**config.mk**
```make
export PLATFORM = sky130hd
export DESIGN_NAME = uart_tx_frame
export DESIGN_NICKNAME = d
export VERILOG_FILES = /design/src/rtl/uart_tx_frame.sv
export SDC_FILE = /design/constraint.sdc
export NUM_CORES = 1
export LEC_CHECK = 0
export CAP_MARGIN = 20
export CORE_MARGIN = 2
export CORE_UTILIZATION = 40
export CTS_BUF_LIST = sky130_fd_sc_hd__clkbuf_8
export DETAILED_ROUTE_END_ITERATION = 8
export PLACE_DENSITY = 0.69
export SKIP_CTS_REPAIR_TIMING = 1
export SYNTH_ARGS = -nofsm -noshare
export SYNTH_HDL_FRONTEND = slang
export SYNTH_SLANG_ARGS = --single-unit
```
**constraint.sdc**
```tcl
create_clock -name clk -period 1.85 [get_ports clk]
set_clock_uncertainty 0.05 [all_clocks]
set_input_delay 0.37 -clock clk [delete_from_list [all_inputs] [get_ports clk]]
set_output_delay 0.37 -clock clk [all_outputs]
set_load 0.02 [all_outputs]
```
**src/rtl/uart_tx_frame.sv**
```systemverilog
// uart_tx_frame: serialises words from a show-ahead FIFO onto a UART TX line.
// Optional parity bit is compiled in when UART_TX_PARITY_EN is defined.
module uart_tx_frame #(
   parameter int CLKS_PER_BIT = 5208,
   parameter int DATA_BITS    = 8,
   parameter int STOP_BITS    = 1,
   parameter int PARITY_ODD   = 0
) (
   input  logic                 clk,
   input  logic                 rst,
   input  logic                 tx_ready,
   input  logic                 fifo_empty,
   input  logic [DATA_BITS-1:0] fifo_data_out,
   output logic                 fifo_read,
   output logic                 serial_out,
   output logic                 tx_busy,
   output logic                 tx_done
);

   localparam int CW = (CLKS_PER_BIT > 1) ? $clog2(CLKS_PER_BIT) : 1;
   localparam int IW = $clog2(DATA_BITS + 1);

   localparam logic [CW-1:0] LP_CNT_MAX  = CW'(CLKS_PER_BIT - 1);
   localparam logic [CW-1:0] LP_CNT_ONE  = CW'(1);
   localparam logic [IW-1:0] LP_IDX_MAX  = IW'(DATA_BITS - 1);
   localparam logic [IW-1:0] LP_IDX_ONE  = IW'(1);
   localparam logic          LP_STOP_MAX = 1'(STOP_BITS - 1);

   // Elaboration-time guards on the legal parameter ranges.
   if (CLKS_PER_BIT < 2) begin : g_bad_cpb
      $error("uart_tx_frame: CLKS_PER_BIT must be >= 2");
   end
   if (DATA_BITS < 5 || DATA_BITS > 9) begin : g_bad_db
      $error("uart_tx_frame: DATA_BITS must be 5..9");
   end
   if (STOP_BITS < 1 || STOP_BITS > 2) begin : g_bad_sb
      $error("uart_tx_frame: STOP_BITS must be 1 or 2");
   end
   if (PARITY_ODD < 0 || PARITY_ODD > 1) begin : g_bad_po
      $error("uart_tx_frame: PARITY_ODD must be 0 or 1");
   end

   typedef enum logic [2:0] {
      S_IDLE   = 3'd0,
      S_START  = 3'd1,
      S_DATA   = 3'd2,
`ifdef UART_TX_PARITY_EN
      S_PARITY = 3'd3,
`endif
      S_STOP   = 3'd4
   } state_t;

   state_t                r_state;
   logic [CW-1:0]         r_cnt;
   logic [IW-1:0]         r_idx;
   logic                  r_stop;
   logic [DATA_BITS-1:0]  r_shift;
   logic                  r_tx;
   logic                  r_read;
   logic                  r_busy;
   logic                  r_done;

   state_t                w_state;
   logic [CW-1:0]         w_cnt;
   logic [IW-1:0]         w_idx;
   logic                  w_stop;
   logic [DATA_BITS-1:0]  w_shift;
   logic                  w_tx;
   logic                  w_read;
   logic                  w_busy;
   logic                  w_done;
   logic                  w_load;
   logic                  w_accept;
   logic                  w_cnt_end;

   assign w_accept  = ~fifo_empty & tx_ready;
   assign w_cnt_end = (r_cnt == LP_CNT_MAX);

`ifdef UART_TX_PARITY_EN
   logic w_parity;
   // The shift register rotates, so its XOR always equals the latched word's.
   assign w_parity = (^r_shift) ^ 1'(PARITY_ODD);
`endif

   // Next-state and next-output logic for the frame sequencer.
   always_comb begin
      w_state = r_state;
      w_cnt   = r_cnt;
      w_idx   = r_idx;
      w_stop  = r_stop;
      w_shift = r_shift;
      w_tx    = r_tx;
      w_read  = 1'b0;
      w_busy  = r_busy;
      w_done  = 1'b0;
      w_load  = 1'b0;

      case (r_state)
         S_IDLE: begin
            w_tx   = 1'b1;
            w_busy = 1'b0;
            w_cnt  = '0;
            w_idx  = '0;
            w_stop = 1'b0;
            if (w_accept) begin
               w_load = 1'b1;
            end
         end

         S_START: begin
            if (w_cnt_end) begin
               w_cnt   = '0;
               w_idx   = '0;
               w_state = S_DATA;
               w_tx    = r_shift[0];
            end else begin
               w_cnt = r_cnt + LP_CNT_ONE;
            end
         end

         S_DATA: begin
            if (w_cnt_end) begin
               w_cnt = '0;
               if (r_idx == LP_IDX_MAX) begin
`ifdef UART_TX_PARITY_EN
                  w_state = S_PARITY;
                  w_tx    = w_parity;
`else
                  w_state = S_STOP;
                  w_tx    = 1'b1;
                  w_stop  = 1'b0;
`endif
               end else begin
                  w_idx   = r_idx + LP_IDX_ONE;
                  w_shift = {r_shift[0], r_shift[DATA_BITS-1:1]};
                  w_tx    = r_shift[1];
               end
            end else begin
               w_cnt = r_cnt + LP_CNT_ONE;
            end
         end

`ifdef UART_TX_PARITY_EN
         S_PARITY: begin
            if (w_cnt_end) begin
               w_cnt   = '0;
               w_state = S_STOP;
               w_tx    = 1'b1;
               w_stop  = 1'b0;
            end else begin
               w_cnt = r_cnt + LP_CNT_ONE;
            end
         end
`endif

         S_STOP: begin
            w_tx = 1'b1;
            if (w_cnt_end) begin
               w_cnt = '0;
               if (r_stop == LP_STOP_MAX) begin
                  w_done = 1'b1;
                  if (w_accept) begin
                     w_load = 1'b1;
                  end else begin
                     w_state = S_IDLE;
                     w_busy  = 1'b0;
                     w_stop  = 1'b0;
                  end
               end else begin
                  w_stop = ~r_stop;
               end
            end else begin
               w_cnt = r_cnt + LP_CNT_ONE;
            end
         end

         default: begin
            w_state = S_IDLE;
            w_tx    = 1'b1;
            w_busy  = 1'b0;
            w_cnt   = '0;
            w_idx   = '0;
            w_stop  = 1'b0;
         end
      endcase

      // Frame accept: latch the head word, pop it, drive the start bit.
      if (w_load) begin
         w_state = S_START;
         w_cnt   = '0;
         w_idx   = '0;
         w_stop  = 1'b0;
         w_shift = fifo_data_out;
         w_tx    = 1'b0;
         w_read  = 1'b1;
         w_busy  = 1'b1;
      end
   end

   // State and output registers; reset forces the line high at once.
   always_ff @(posedge clk or posedge rst) begin
      if (rst) begin
         r_state <= S_IDLE;
         r_cnt   <= '0;
         r_idx   <= '0;
         r_stop  <= 1'b0;
         r_shift <= '0;
         r_tx    <= 1'b1;
         r_read  <= 1'b0;
         r_busy  <= 1'b0;
         r_done  <= 1'b0;
      end else begin
         r_state <= w_state;
         r_cnt   <= w_cnt;
         r_idx   <= w_idx;
         r_stop  <= w_stop;
         r_shift <= w_shift;
         r_tx    <= w_tx;
         r_read  <= w_read;
         r_busy  <= w_busy;
         r_done  <= w_done;
      end
   end

   assign serial_out = r_tx;
   assign fifo_read  = r_read;
   assign tx_busy    = r_busy;
   assign tx_done    = r_done;

endmodule

```
==> results of run 1 <==
## per-layer routing
| layer | vias up | track usage [%] | wire length (um) |
|---|---|---|---|
| li1 | 706 | - | - |
| met1 | 708 | 21.8 | 1700 |
| met2 | 32 | 34.4 | 2120 |
| met3 | 7 | 6.01 | 229 |
| met4 | 0 | 6.75 | 72 |
| met5 | - | 0 | 0 |
## cell type report
class | count | area, sq um
Timing Repair Buffer | 47 | 412
Fill cell | 342 | 1670
Tap cell | 50 | 62.6
Multi-Input combinational cell | 124 | 936
Inverter | 7 | 26.3
Clock buffer | 6 | 82.6
Sequential cell | 32 | 802
Clock inverter | 2 | 10.0
## stage by stage
step	total power, W	instance area (sq um)	setup TNS, ns
finish	0.00198	2330	-1.33
global route	0.00209	2330	-2.64
CTS	0.00193	2190	-4.96
detailed placement	0.00135	2100	-4.69
global placement	0.00133	2100	-3.34
floorplan	0.00114	1700	-1.92
## layout by cell type, fill, tap and decap left out, types with 2 or more instances in the layout
cell,netlist,final
clkinv_2,0,2
ha_1,2,2
clkdlybuf4s50_1,0,14
nand2_8,0,2
nor2_4,0,4
o21ai_1,1,2
nor3_1,6,6
a221o_1,6,6
buf_4,0,28
nand2_1,10,8
nand3_1,13,13
mux2i_1,2,2
xor2_1,2,2
a31oi_1,3,3
nor2_1,22,10
and3_1,7,6
dfrtp_1,31,31
nand2b_1,3,3
inv_1,7,7
nor4_1,3,3
a21oi_2,0,2
xnor2_1,10,10
buf_6,1,3
o21a_1,3,3
nor2_2,1,9
o21ai_2,0,2
clkbuf_8,0,6
## worst paths after layout
check                      cells past startpoint        from    endpoint  slack [ns]
min in group clk                               1  r_state[0]  r_state[2]        0.45
setup reg to reg                               5    r_cnt[7]  r_shift[1]       -0.14
hold reg to reg                                1  r_state[0]  r_state[2]        0.45
hold / removal                                 3         rst  r_shift[5]        0.43
max in group asynchronous                      3         rst  serial_out        0.98
setup / recovery                               5    r_cnt[7]  r_shift[1]       -0.14
## power groups by stage
stage / registers [W] / logic [W] / clock network [W]
floorplan: 0.000928 / 0.000216 / 0
global placement: 0.000902 / 0.000428 / 0
detailed placement: 0.000908 / 0.000446 / 0
CTS: 0.000898 / 0.000452 / 0.000576
global route: 0.000913 / 0.000558 / 0.000618
finish: 0.000902 / 0.000517 / 0.000561
## registers in the layout, summed over array words and instances, names as in the netlist
name / flops
r_cnt: 13
r_idx: 4
tx_busy: 1
serial_out: 1
r_state: 3
fifo_read: 1
r_shift: 8
tx_done: 1
## cell families (layout without fill, tap and decap cells)
| family | after synthesis | count (layout) | synth area share, % |
|---|---|---|---|
| and+or+nand+nor | 78 | 79 | 25.2 |
| DFF | 32 | 32 | 48.2 |
| AOI/OAI and AO/OA | 29 | 29 | 14.0 |
| buffers and inverters | 14 | 62 | 3.68 |
| xor gates and xnor gates | 12 | 12 | 6.31 |
| adders and majority gates | 2 | 2 | 1.50 |
| muxes | 2 | 2 | 1.20 |
## worst min-delay path: cells and delay by family
family	cells	cell delay [ns]
buffers and inverters	3	0.83
==> run_results.csv, run 1 <==
group,metric,value,unit
logic_synthesis,synth_nets,183,
place,dp_cells,257,
place,place.gp.congestion,0.881,
cts,insertion_delay,0.28,ns
cts,ctsHtreeMaxLevel,2,
floorplanning,die_w,68.5,um
finish,stdcell_count,268,
floorplanning,die_area,4700,sq um
power_and_ir_drop,p_comb_share,26.1,%
cts,cts_tree,"yes",
drt,drtIter0Drc,75,
logic_synthesis,synth.distinct_cells,46,
grt,antenna_found_initial,0,
cts,cts_max_path_buffers,2,
finish,area_delta_synth_final,40.0,%
power_and_ir_drop,power_switching,0.000590,W
logic_synthesis,synth_top_area_share,46.6,%
timing,hold_viol,0,
logic_synthesis,synthArstFlopShare,100,%
finish,fin_nets,231,
cts,clockRootBuffer,"clkbuf_8",
logic_synthesis,synth_largest_area_cell,"dfrtp_1",
timing,slew_viol_final,0,
logic_synthesis,synth_most_common_cell,"dfrtp_1",
power_and_ir_drop,power_frac_seq,45.5,%
timing,fmax,0.503,GHz
worst_setup_path,crit_type,"register to register",
timing,worst-slew-pin-transition,0.582,ns
finish,n_antenna_cell,0,
worst_setup_path,cp_slowest_cell,"or4bb_4",
logic_synthesis,synth.cell_area,1670,sq um
min_path,min_path_type,"input pin to async pin",
grt,grt_util_all_layers,19.4,%
power_and_ir_drop,switching_share,29.8,%
finish,drive_gt1_share,32.6,%
timing,slew_headroom,61.2,%
floorplanning,io_pins,16,
worst_setup_path,crit_family,"compound AO/OA/AOI/OAI gates",
drt,wl_per_cell,15.4,um
drt,num_vias,1453,
logic_synthesis,synth_cells,169,
drt,drt_wl_total,4.13,mm
logic_synthesis,yosysSeqAreaShare,48.2,%
floorplanning,initial_core_util,41.6,%
power_and_ir_drop,p_int,0.00139,W
flow_run,maxCapViolations,0,
place,io_buffers,15,
worst_setup_path,cp.required,1.97,ns
drt,drtAntennaViolNets,0,
worst_setup_path,critPathMaxFanout,6,
worst_setup_path,start_kind,"register",
power_and_ir_drop,vdd_drop_max,0.520,mV
logic_synthesis,syn_avg_cell_area,9.85,sq um
floorplanning,core_area,4000,sq um
place,preCtsSetupSlack,-0.246,ns
drt,dr.pass1.iters,4,
cts,clkTransAtPathRegs,0.07,ns
timing,rsz0062_at_grt,"true",
logic_synthesis,synth-seq-cells,32,
grt,grt_pass1_wl,6.61,mm
logic_synthesis,ys.flop_type,"dfrtp_1",
worst_setup_path,critPathBufInv,1,
worst_setup_path,cp-end-kind,"register",
timing,finalCritPeriodShare,107,%
worst_setup_path,max_stage_delay,0.54,ns
timing,setup_slack,-0.136,ns
logic_synthesis,synth_edf_count,0,
power_and_ir_drop,leakage,0.995,nW
logic_synthesis,synth.top_cells.by_count,"31 x dfrtp_1, 22 x nor2_1, 13 x nand3_1",
drt,via_per_inst,5.42,
logic_synthesis,yosys_warnings,0,
timing,setup_viol,25,
power_and_ir_drop,p_clk_share,28.4,%
grt,overflow,0,
grt,first_global_vias,1493,
place,dp_hpwl,2.86,mm
finish,fin_util,58.3,%
timing,whs,0.429,ns
outcome,violations,"setup timing",
cts,cts_sinks,32,
outcome,status,"finished with violations",
timing,layout_min_cycle_time,1.99,ns
power_and_ir_drop,p_per_area,849,nW/um^2
drt,drc,0,
floorplanning,fp.dieH,68.5,um
logic_synthesis,ys_top_cells_by_area,"dfrtp_1 47%, xnor2_1 5.3%, nor2_1 5.0%",
floorplanning,fp-row-count,23,
grt,grt_max_degree,33,
worst_setup_path,critical_path_arrival,2.10,ns
worst_setup_path,path_cells,"or4bb_4, buf_6, o31ai_4, a22oi_2, a221o_1",
cts,cts_buffers,5,
No activity file was read; power rests on OpenSTA's default activity.
==> inputs of run 2 (changes only) <==
--- a/config.mk
+++ b/config.mk
@@ -7,10 +7,10 @@
 export LEC_CHECK = 0
 export CAP_MARGIN = 20
 export CORE_MARGIN = 2
-export CORE_UTILIZATION = 40
+export CORE_UTILIZATION = 42
 export CTS_BUF_LIST = sky130_fd_sc_hd__clkbuf_8
 export DETAILED_ROUTE_END_ITERATION = 8
-export PLACE_DENSITY = 0.69
+export PLACE_DENSITY = 0.72
 export SKIP_CTS_REPAIR_TIMING = 1
 export SYNTH_ARGS = -nofsm -noshare
 export SYNTH_HDL_FRONTEND = slang
==> run 2 against run 1 <==
The run still ends with setup timing left. Largest cell class unchanged. Non-clock buffer count fell by 2. Setup slack got worse by 0.050 ns. Largest power group unchanged. Wire length fell by 2.3%. Critical endpoint is now r_shift[4]. Register-to-register slack got worse by 0.05 ns. Critical path type unchanged. Cell count fell by 1.9%. Global-route usage rose by 1.1 points.
==> run_results.csv, run 2 (same netlist as run 1, synthesis figures left out) <==
group,metric,value,unit
worst_setup_path,worstReg2RegEnd,"r_shift[4]",
worst_setup_path,crit_start,"r_cnt[9]",
worst_setup_path,cp.required,1.96,ns
timing,finalCritPeriodShare,110,%
flow_run,maxCapViolations,0,
drt,drt_wl_total,4.03,mm
timing,setup_slack,-0.186,ns
worst_setup_path,crit_type,"register to register",
worst_setup_path,critPathMaxFanout,6,
grt,first_global_vias,1473,
drt,drtIter0Drc,99,
finish,n_antenna_cell,0,
min_path,min_path_type,"input pin to async pin",
grt,grt_max_degree,33,
worst_setup_path,r2r-start,"r_cnt[9]",
timing,whs,0.424,ns
finish,final_cell_mix,"31 x dfrtp_1, 25 x buf_4, 22 x nor2_1, 14 x clkdlybuf4s50_1, 12 x nand3_1",
finish,post-route-cell-area,2250,sq um
timing,rsz0062_at_grt,"true",
timing,slew_headroom,73.1,%
cts,cts_sinks,32,
cts,cts_max_path_buffers,2,
finish,largest_reg_flops,13,
finish,regMostFlops,"r_cnt",
worst_setup_path,crit_end,"r_shift[4]",
timing,hold_viol,0,
timing,setup_viol,26,
cts,clkTransAtPathRegs,0.06,ns
drt,drc,0,
cts,clockRootBuffer,"clkbuf_8",
floorplanning,core_area,3740,sq um
drt,wl_per_cell,15.3,um
cts,ctsHtreeMaxLevel,2,
worst_setup_path,r2r_cells,5,
cts,cts_buffers,5,
outcome,violations,"setup timing",
power_and_ir_drop,leakage,0.974,nW
floorplanning,die_area,4480,sq um
drt,drtAntennaViolNets,0,
finish,area_delta_synth_final,35.1,%
floorplanning,fp.dieH,67.0,um
grt,overflow,0,
drt,dr.pass1.iters,4,
floorplanning,initial_core_util,44.5,%
finish,final_common_cell,"dfrtp_1",
timing,fmax,0.491,GHz
finish,drive_gt1_share,25.1,%
power_and_ir_drop,power,0.00190,W
finish,fin_nets,228,
place,preCtsSetupSlack,-0.232,ns
worst_setup_path,cp-end-kind,"register",
worst_setup_path,start_kind,"register",
finish,fillers,319,
cts,cts_tree,"yes",
grt,grt_util_all_layers,20.4,%
place,dpl-instance-area,2090,sq um
drt,num_vias,1467,
power_and_ir_drop,p_per_area,844,nW/um^2
power_and_ir_drop,vdd_drop_max,0.438,mV
timing,slew_viol_final,0,
drt,via_per_inst,5.58,
timing,layout_min_cycle_time,2.04,ns
finish,reg_top3,"r_cnt: 13 flops, r_shift: 8 flops, r_idx: 4 flops",
worst_setup_path,critical_path_arrival,2.14,ns
place,io_buffers,15,
timing,worst-slew-pin-transition,0.404,ns
place,dp_hpwl,2.88,mm
grt,antenna_found_initial,0,
worst_setup_path,r2r_slack,-0.19,ns
grt,grt_pass1_wl,6.77,mm
floorplanning,io_pins,16,
floorplanning,die_w,67.0,um
place,place.gp.congestion,0.801,
floorplanning,fp-row-count,22,
outcome,status,"finished with violations",
cts,insertion_delay,0.28,ns
-- run 2: cell types whose count changed in the layout (fill, tap and decap cells not counted), moves of 3 or more --
cell | before | now
buf_4 | 28 | 25
nor2_1 | 10 | 22
nor2_4 | 4 | 1
nor2_2 | 9 | 0
-- run 2: worst min-delay path by stage --
stage	startpoint	end	slack [ns]	depth (start not counted)
final	rst	r_cnt[8]	0.42	3
after global placement	r_cnt[0]	r_cnt[0]	0.43	1
after floorplan	r_cnt[0]	r_cnt[0]	0.40	1
after detailed placement	r_cnt[0]	r_cnt[0]	0.43	1
after global routing	rst	r_cnt[7]	0.47	3
after CTS	rst	r_shift[1]	0.44	3
-- run 2: per-layer routing --
| metal | up-vias | GRT usage [%] | share of wire (%) |
|---|---|---|---|
| li1 | 702 | - | - |
| met1 | 703 | 24.8 | 43 |
| met2 | 52 | 35.0 | 50 |
| met3 | 10 | 5.07 | 5.3 |
| met4 | 0 | 7.14 | 1.9 |
| met5 | - | 0 | 0 |
-- run 2: worst max-delay path, cell delays in order (launching register included) --
cell and delay [ns]:
dfrtp_1 0.37, or4bb_4 0.55, buf_6 0.15, o31ai_4 0.27
a22oi_2 0.18, a221o_1 0.35
-- run 2: area by class of cell --
cell class | count | area [sq um] | area share (%)
clock inverters | 2 | 7.51 | 0.334
clock buffers | 6 | 82.6 | 3.67
repair buffers | 45 | 397 | 17.6
well taps | 48 | 60.1 | 2.67
flip-flops and latches | 32 | 802 | 35.7
multi-input cells | 123 | 875 | 38.9
inverters | 7 | 26.3 | 1.17
-- run 2: report_power, final --
group | internal [W] | switching, W
Clock | 0.000292 | 0.000244
Combinational | 0.000244 | 0.000214
Sequential | 0.000817 | 0.0000888
-- run 2: stage by stage --
step	TNS [ns]	utilization, %	cells
after floorplan	-1.92	-	169
after global placement	-2.97	55.7	254
after detailed placement	-3.88	55.7	254
after CTS	-4.38	58.1	262
after global routing	-3.33	60.1	263
final	-1.53	60.1	263
